`src/rtl/sstv_pkg.sv`:
```
// rtl/sstv_pkg.sv - shared SSTV decoder types and reference constants
package sstv_pkg;

  typedef enum logic [0:0] {
    ST_IDLE  = 1'b0,
    ST_ACCUM = 1'b1
  } sstv_state_e;

  localparam int FREQ_BLACK_DEF = 1500;
  localparam int FREQ_WHITE_DEF = 2300;

  // Codes produced by the original fixed 2-bit decoder
  localparam logic [1:0] BLACK     = 2'd0;
  localparam logic [1:0] DARKGRAY  = 2'd1;
  localparam logic [1:0] LIGHTGRAY = 2'd2;
  localparam logic [1:0] WHITE     = 2'd3;

endpackage

```
`src/rtl/sstv_pixel_quant.sv`:
```
// rtl/sstv_pixel_quant.sv - registered threshold ladder mapping a mean frequency to a gray level
module sstv_pixel_quant
  import sstv_pkg::*;
#(
  parameter int FREQ_W     = 12,
  parameter int COLOR_W    = 2,
  parameter int FREQ_BLACK = FREQ_BLACK_DEF,
  parameter int FREQ_WHITE = FREQ_WHITE_DEF
) (
  input  logic               clk,
  input  logic               reset,
  input  logic               en_i,
  input  logic [FREQ_W-1:0]  avg_i,
  output logic [COLOR_W-1:0] color_o
);

  localparam int STEP   = (FREQ_WHITE - FREQ_BLACK) >> COLOR_W;
  localparam int LEVELS = 1 << COLOR_W;

  logic [COLOR_W-1:0] color_q, color_d;

  // Highest threshold never exceeds white, so anything above white lands on all-ones
  always_comb begin
    color_d = '0;
    for (int k = 1; k < LEVELS; k++) begin
      if (32'(avg_i) > FREQ_BLACK + k * STEP) begin
        color_d = color_d + COLOR_W'(1);
      end
    end
  end

  always_ff @(posedge clk or posedge reset) begin
    if (reset) begin
      color_q <= '0;
    end else if (en_i) begin
      color_q <= color_d;
    end
  end

  assign color_o = color_q;

endmodule

```
`src/rtl/sstv_pixel_sampler.sv`:
```
// rtl/sstv_pixel_sampler.sv - per-pixel frequency averaging, line tracking and color output
module sstv_pixel_sampler
  import sstv_pkg::*;
#(
  parameter int FREQ_W          = 12,
  parameter int COLOR_W         = 2,
  parameter int AVG_LOG2        = 4,
  parameter int FREQ_BLACK      = FREQ_BLACK_DEF,
  parameter int FREQ_WHITE      = FREQ_WHITE_DEF,
  parameter int PIXELS_PER_LINE = 320,
  localparam int PX_W = (PIXELS_PER_LINE > 1) ? $clog2(PIXELS_PER_LINE) : 1
) (
  input  logic               clk,
  input  logic               reset,
  input  logic [FREQ_W-1:0]  freq,
  input  logic               freq_valid,
  input  logic               line_start,
  output logic [COLOR_W-1:0] color,
  output logic               color_valid,
  output logic [PX_W-1:0]    pixel_x,
  output logic               line_done,
  output logic               busy
);

  localparam int SUM_W = FREQ_W + AVG_LOG2;
  localparam int CNT_W = AVG_LOG2 + 1;
  localparam logic [CNT_W-1:0] LAST_SAMPLE = CNT_W'((1 << AVG_LOG2) - 1);
  localparam logic [PX_W-1:0]  LAST_PIXEL  = PX_W'(PIXELS_PER_LINE - 1);
  localparam logic [0:0] IDLE  = 1'(ST_IDLE);
  localparam logic [0:0] ACCUM = 1'(ST_ACCUM);

  logic [0:0]        state_q, state_d;
  logic [SUM_W-1:0]  sum_q, sum_d, sum_b, acc;
  logic [CNT_W-1:0]  cnt_q, cnt_d, cnt_b;
  logic [PX_W-1:0]   pix_q, pix_d, pix_b;
  logic              avg_vld_q, avg_vld_d, avg_last_q, avg_last_d;
  logic [FREQ_W-1:0] avg_q, avg_d;
  logic [PX_W-1:0]   avg_px_q, avg_px_d;
  logic              out_vld_q, out_done_q;
  logic [PX_W-1:0]   out_px_q;
  logic              old_done, fresh, take;

  always_comb begin
    state_d    = state_q;
    sum_d      = sum_q;
    cnt_d      = cnt_q;
    pix_d      = pix_q;
    avg_vld_d  = 1'b0;
    avg_d      = avg_q;
    avg_px_d   = avg_px_q;
    avg_last_d = avg_last_q;
    // A sample that completes the running pixel belongs to it even if a restart arrives alongside
    old_done = freq_valid && (state_q == ACCUM) && (cnt_q == LAST_SAMPLE);
    fresh    = line_start && !old_done;
    sum_b    = fresh ? '0 : sum_q;
    cnt_b    = fresh ? '0 : cnt_q;
    pix_b    = fresh ? '0 : pix_q;
    take     = freq_valid && ((state_q == ACCUM) || line_start);
    acc      = sum_b + SUM_W'(freq);

    if (line_start) begin
      state_d = ACCUM;
    end
    if (take) begin
      if (cnt_b == LAST_SAMPLE) begin
        avg_vld_d  = 1'b1;
        avg_d      = FREQ_W'(acc >> AVG_LOG2);
        avg_px_d   = pix_b;
        avg_last_d = (pix_b == LAST_PIXEL);
        sum_d      = '0;
        cnt_d      = '0;
        if (pix_b == LAST_PIXEL) begin
          pix_d   = '0;
          state_d = (old_done && line_start) ? ACCUM : IDLE;
        end else begin
          pix_d = pix_b + PX_W'(1);
        end
      end else begin
        sum_d = acc;
        cnt_d = cnt_b + CNT_W'(1);
        pix_d = pix_b;
      end
    end else if (line_start) begin
      sum_d = '0;
      cnt_d = '0;
      pix_d = '0;
    end
    if (old_done && line_start) begin
      sum_d = '0;
      cnt_d = '0;
      pix_d = '0;
    end
  end

  always_ff @(posedge clk or posedge reset) begin
    if (reset) begin
      state_q    <= IDLE;
      sum_q      <= '0;
      cnt_q      <= '0;
      pix_q      <= '0;
      avg_vld_q  <= 1'b0;
      avg_q      <= '0;
      avg_px_q   <= '0;
      avg_last_q <= 1'b0;
      out_vld_q  <= 1'b0;
      out_px_q   <= '0;
      out_done_q <= 1'b0;
    end else begin
      state_q    <= state_d;
      sum_q      <= sum_d;
      cnt_q      <= cnt_d;
      pix_q      <= pix_d;
      avg_vld_q  <= avg_vld_d;
      avg_q      <= avg_d;
      avg_px_q   <= avg_px_d;
      avg_last_q <= avg_last_d;
      out_vld_q  <= avg_vld_q;
      out_done_q <= avg_vld_q && avg_last_q;
      if (avg_vld_q) begin
        out_px_q <= avg_px_q;
      end
    end
  end

  sstv_pixel_quant #(
    .FREQ_W     (FREQ_W),
    .COLOR_W    (COLOR_W),
    .FREQ_BLACK (FREQ_BLACK),
    .FREQ_WHITE (FREQ_WHITE)
  ) u_quant (
    .clk     (clk),
    .reset   (reset),
    .en_i    (avg_vld_q),
    .avg_i   (avg_q),
    .color_o (color)
  );

  assign color_valid = out_vld_q;
  assign pixel_x     = out_px_q;
  assign line_done   = out_done_q;
  // Held through the last pixel's trip down the pipe so it drops together with line_done
  assign busy        = (state_q == ACCUM) || (avg_vld_q && avg_last_q);

endmodule
```
`config.mk`:
```
export PLATFORM = sky130hd
export DESIGN_NAME = sstv_pixel_sampler
export DESIGN_NICKNAME = d
export VERILOG_FILES = /design/src/rtl/sstv_pkg.sv /design/src/rtl/sstv_pixel_quant.sv /design/src/rtl/sstv_pixel_sampler.sv
export SDC_FILE = /design/constraint.sdc
export NUM_CORES = 1
export LEC_CHECK = 0
export CORE_MARGIN = 2
export CORE_UTILIZATION = 65
export CTS_BUF_LIST = sky130_fd_sc_hd__clkbuf_2 sky130_fd_sc_hd__clkbuf_4 sky130_fd_sc_hd__clkbuf_8
export DETAILED_ROUTE_END_ITERATION = 6
export HOLD_SLACK_MARGIN = 0.1
export PLACE_DENSITY = 0.86
export SLEW_MARGIN = 15
export SYNTH_ARGS = -nofsm -noshare
export SYNTH_HDL_FRONTEND = slang
export SYNTH_SLANG_ARGS = --single-unit
```
`constraint.sdc`:
```
create_clock -name clk -period 7.92 [get_ports clk]
set_input_delay 1.584 -clock clk [delete_from_list [all_inputs] [get_ports clk]]
set_output_delay 1.584 -clock clk [all_outputs]
set_load 0.01 [all_outputs]
```
# --- After elaboration in Yosys (flattened, before gate mapping) ---
# Index checks and enable logic that the tools add are counted.
word_totals:
  input_bits: 16
  register_bits: 67
op_classes:
  n_lt_le_gt_ge: 3
  n_eq_ne: 3
  add_sub_neg: 5
  n_mux: 26
  reduce_logical: 11
op_table:
  columns: ["operator", "count"]
  rows:
  - ["two-way mux 16 bit", 5]
  - ["two-way mux 9 bit", 6]
  - ["two-way mux 5 bit", 5]
  - ["> comparator 12 x 11 -> 1 bit, second input constant", 2]
  - ["adder 16 x 12 -> 16 bit", 1]
  - ["> comparator 12 bit, second input constant", 1]
  - ["equality test 5 x 4 -> 1 bit, second input constant", 2]
  - ["adder 9 x 1 -> 9 bit, second input constant", 1]
  - ["equality test 9 bit, second input constant", 1]
  - ["two-way mux 1 bit", 8]
  - ["logical AND 1 bit", 6]
  - ["adder 5 x 1 -> 5 bit, second input constant", 1]
  - ["two-way mux 2 bit", 2]
  - ["nonzero test 3 bit", 1]
  - ["adder 1 x 1 -> 2 bit, second input constant", 1]
  - ["adder 2 x 1 -> 2 bit, second input constant", 1]
  - ["logical OR 1 bit", 2]
  - ["AND reduction 2 bit", 1]
  - ["logical NOT 1 bit", 1]

# --- Depth between registers and ports, before layout ---
logic_depth:
  depth_word: 10
  depth_mapped: 15
  ltp_nobuf: 12

# --- Hierarchy ---
# Synthesis repeated with hierarchy kept, for this count alone.
unflattened:
  hier_cells: 402
  area_unflattened_um2: 3935.0
modules_own_cells:
  columns: ["mod", "instances", "area_each_um2", "cells_each"]
  rows:
  - ["sstv_pixel_sampler", 1, 3641.0, 365]
  - ["sstv_pixel_quant", 1, 294.0, 37]

# --- Worst setup path before layout ---
# Ideal clock, no wire load.
synth_path:
  kind: "input-to-reg"
  startpoint: "in freq_valid"
  endpoint: "reg sum_q[12]"
  arrival_ns: 4.246
  path_stages: 14
  required_time_ns: 7.798
  path_slack_ns: 3.552
  path_buffers: 2
  path_cell_list: "nand2_2 > o41ai_4 > buf_2 > clkbuf_1 > and2_1 > ha_1 > inv_1 > fa_1 > nand2b_1 > a21oi_1 > o211ai_1 > a21oi_1 > o21ai_0 > a32o_1"
synth_between:
  elab_chain_cells: 9
  word_cells_on_any_way: 14
synth_lines:
  columns: ["element", "line", "text"]
  rows:
  - ["start: declaration", "sstv_pixel_sampler.sv:16", "input logic freq_valid,"]
  - ["logical AND 1 bit (2 in a row)", "sstv_pixel_sampler.sv:53", "old_done = freq_valid && (state_q == ACCUM) && (cnt_q == LAST_SAMPLE);"]
  - ["logical NOT 1 bit", "sstv_pixel_sampler.sv:54", "fresh = line_start && !old_done;"]
  - ["logical AND 1 bit", "sstv_pixel_sampler.sv:54", null]
  - ["two-way mux 16 bit / two-way mux 5 bit (equally long branches)", "sstv_pixel_sampler.sv:55, sstv_pixel_sampler.sv:56", null]
  - ["adder 16 x 12 -> 16 bit / equality test 5 x 4 -> 1 bit (equally long branches)", "sstv_pixel_sampler.sv:59, sstv_pixel_sampler.sv:65", null]
  - ["two-way mux 16 bit", "sstv_pixel_sampler.sv:65", "if (cnt_b == LAST_SAMPLE) begin"]
  - ["two-way mux 16 bit", "sstv_pixel_sampler.sv:64", "if (take) begin"]
  - ["two-way mux 16 bit", "sstv_pixel_sampler.sv:88", "if (old_done && line_start) begin"]
  - ["end signal: assignment", "sstv_pixel_sampler.sv:110", "sum_q <= sum_d;"]
  - ["end: declaration", "sstv_pixel_sampler.sv:33", "logic [SUM_W-1:0] sum_q, sum_d, sum_b, acc;"]
# Several ways; a longest one is shown, not always the timed one.
# A chain may end at the register's enable or synchronous reset.

# --- Worst setup path in the final report ---
# Same ends and word-level chain as after synthesis.

==> flow_metrics.tcl <==
set metrics [dict create \
    p_int_mw 0.585 \
    grt_util_all_layers_pct 27.0 \
    place_area_mm2 0.00410 \
    design_area_mm2 0.00433 \
    cp_max_fo 20 \
    fin_worst_skew_ns 0.0106 \
    r2r_start "state_q$_DFF_PP0_" \
    syn-num-nets 411 \
    cp_data_required_time_ns 8.15 \
    synth_area_leaders "dfrtp_1 (45%), ha_1 (5.4%), nand2_1 (5.1%), mux2_2 (4.8%), and2_1 (3.0%)" \
    synth_cells 378 \
    routedWlPerCell_um 16.0 \
    start_kind "input port" \
    die_area_mm2 0.00635 \
    ys_types 55 \
    grt_max_degree 68 \
    swShare_pct 26.2 \
    cts_tree "yes" \
    rr_worst_depth 13 \
    max_freq_mhz 189 \
    die_h_um 79.7 \
    grt.overflow.total 0 \
    ys_seq_elements 67 \
    synth_top_area_cell "dfrtp_1" \
    finalSetupViolations 0 \
    pin_count 30 \
    hpwl_mm 5.48 \
    synth-edff-count 0 \
    clockRootBuffer "clkbuf_8" \
    drive_gt1_share_pct 11.5 \
    grt_pass1_wl_mm 13.3 \
    cts_setup_buffers 0 \
    yosysWarningCount 0 \
    leakage_nw 2.02 \
    cts_made_buffers 9 \
    clk_pin_slew_ns 0.08 \
    antenna_found_initial 0 \
    htree_num_levels 3 \
    coreArea_mm2 0.00551 \
    vias 3051 \
    drtAntennaViolNets 0 \
    synth_flop_cell "dfrtp_1" \
    tns_ns 0 \
    cts.sinks 67 \
    endpoint "sum_q[12]$_DFFE_PP0P_" \
    crit_type "input port to flop" \
    wl_mm 7.84 \
    gp_congestion 0.895 \
    synthesis.area_mm2 0.00372 \
    drv_cap 0 \
    start_util_pct 67.6 \
    final-max-slew-violation-count 0 \
    status "complete, no violations" \
    reg2reg_to "sum_q[12]$_DFFE_PP0P_" \
    p_per_area_mw_per_mm2 183 \
    combinationalPowerShare_pct 13.4 \
    nets 445 \
    worst_slew_pin_slew_ns 0.818 \
    area_growth_pct 16.4 \
    rows 27 \
    synth-seq-area-share_pct 45.0 \
    final_common_cell "dfrtp_1" \
    ir_worst_vdd_mv 0.114 \
    final_cell_mix "dfrtp_1 (67), nand2_1 (51), clkdlybuf4s50_1 (29)" \
    min_path_type "flop to flop" \
    cts_hold_buf 0 \
    synth_top_area_share_pct 45.0 \
    period_minus_slack_ns 5.28 \
    startpoint "freq_valid" \
    drcViolationCount 0 \
    portBuffers 29 \
    end_kind "flop" \
    rsz0062_at_grt "false" \
    finalHoldViolCount 0 \
    cts_buffer_depth 2 \
    reg2reg_slack_ns 3.96 \
    cts_resized 0 \
    drt_iter0_markers 304 \
    pwr-share-seq_pct 45.2 \
    period_share_pct 66.7 \
    worst_ep_arrival_time_ns 5.51 \
    die-width_um 79.7 \
    dr.pass1.iters 4 \
    switching_power_mw 0.208 \
    synth-async-reset-ratio_pct 100 \
    diodes 0 \
    synth.avg_cell_area_um2 9.85 \
    viasPerCell 6.24 \
    clk_latency_ns 0.34 \
    clock_power_share_pct 41.5 \
    grt_pass1_vias 2828 \
    max_slew_margin_pct 45.4 \
]
kinds of logic (layout without fill, tap and decap cells):
group | count (synthesis) | after routing | share of synthesized area, %
simple gates | 126 | 126 | 16.7
compound gates | 109 | 109 | 20.7
flops | 67 | 67 | 45.0
buf+inv | 26 | 65 | 2.69
mux | 18 | 18 | 5.44
fa+ha+maj | 17 | 17 | 5.91
xor+xnor | 15 | 15 | 3.53
state kept, by name, indices dropped and copies added (netlist names):
| name | flops |
|---|---|
| avg_vld_q | 1 |
| state_q | 1 |
| cnt_q | 5 |
| color_valid | 1 |
| pixel_x | 9 |
| avg_q | 12 |
| sum_q | 16 |
| line_done | 1 |
| avg_last_q | 1 |
| u_quant.color_o | 2 |
| avg_px_q | 9 |
| pix_q | 9 |
worst max-delay path, stage by stage:
cell and delay [ns]:
clkdlybuf4s50_1 0.63, nand2_2 0.15, o41ai_4 0.77, buf_4 0.35, and2_1 0.16, ha_1 0.19
inv_1 0.06, fa_1 0.38, nand2b_1 0.20, a21oi_1 0.23, o211ai_1 0.19, a21oi_1 0.28
o21ai_0 0.12, a32o_1 0.21
per-layer routing:
metal / vias to the layer above / wire [um] / GRT usage, %
met1: 1497 / 3690 / 39.0
li1: 1454 / - / -
met5: - / 0 / 0
met3: 12 / 376 / 4.07
met4: 0 / 117 / 9.31
met2: 88 / 3660 / 41.8
synthesized netlist by cell type, drive strengths merged, types with 4 or more instances:
cell and count:
dfrtp 67, xnor2 4, o211ai 7, mux2 18, o21a 4, ha 16, a21o 8, a22o 12
nor4b 4, a21oi 23, nand2b 4, a31oi 6, nand3 10, a32o 5, clkbuf 10, and2 18
nand2 52, inv 13, xor2 11, nor2 20, o21ai 22
per-stage QoR:
step | utilization [%] | std cells | setup slack [ns] | total power [mW] | hold slack [ns]
after floorplan | - | 378 | 3.55 | 0.437 | 0.442
after global placement | 74.5 | 473 | 2.52 | 0.465 | 0.457
after detailed placement | 74.5 | 473 | 2.34 | 0.469 | 0.466
after CTS | 78.7 | 489 | 2.67 | 0.795 | 0.484
after global routing | 78.7 | 489 | 2.36 | 0.825 | 0.495
final | 78.7 | 489 | 2.64 | 0.793 | 0.480
worst min path at each step:
stage                              endpoint                     from  cells past startpoint
finish              avg_px_q[2]$_DFFE_PP0P_  avg_px_q[2]$_DFFE_PP0P_                      1
global route        avg_px_q[2]$_DFFE_PP0P_  avg_px_q[2]$_DFFE_PP0P_                      1
CTS                 avg_px_q[2]$_DFFE_PP0P_  avg_px_q[2]$_DFFE_PP0P_                      1
detailed placement  avg_px_q[2]$_DFFE_PP0P_  avg_px_q[2]$_DFFE_PP0P_                      1
global placement    avg_px_q[2]$_DFFE_PP0P_  avg_px_q[2]$_DFFE_PP0P_                      1
floorplan              sum_q[3]$_DFFE_PP0P_     sum_q[3]$_DFFE_PP0P_                      2
power groups by stage:
stage	sequential, mW	clock, mW	combinational [mW]
final	0.358	0.329	0.106
after global routing	0.359	0.348	0.118
after CTS	0.358	0.332	0.105
after detailed placement	0.365	0	0.105
after global placement	0.364	0	0.100
after floorplan	0.363	0	0.0744
layout make-up:
cell class                      instances  area, um2
Clock buffer                           10        138
Clock inverter                          6       95.1
Fill cell                             368       1170
Inverter                               14       52.6
Multi-Input combinational cell        285       1950
Sequential cell                        67       1680
Tap cell                               72       90.1
Timing Repair Buffer                   35        335
Note: power is estimated with default switching activity, not from simulation.
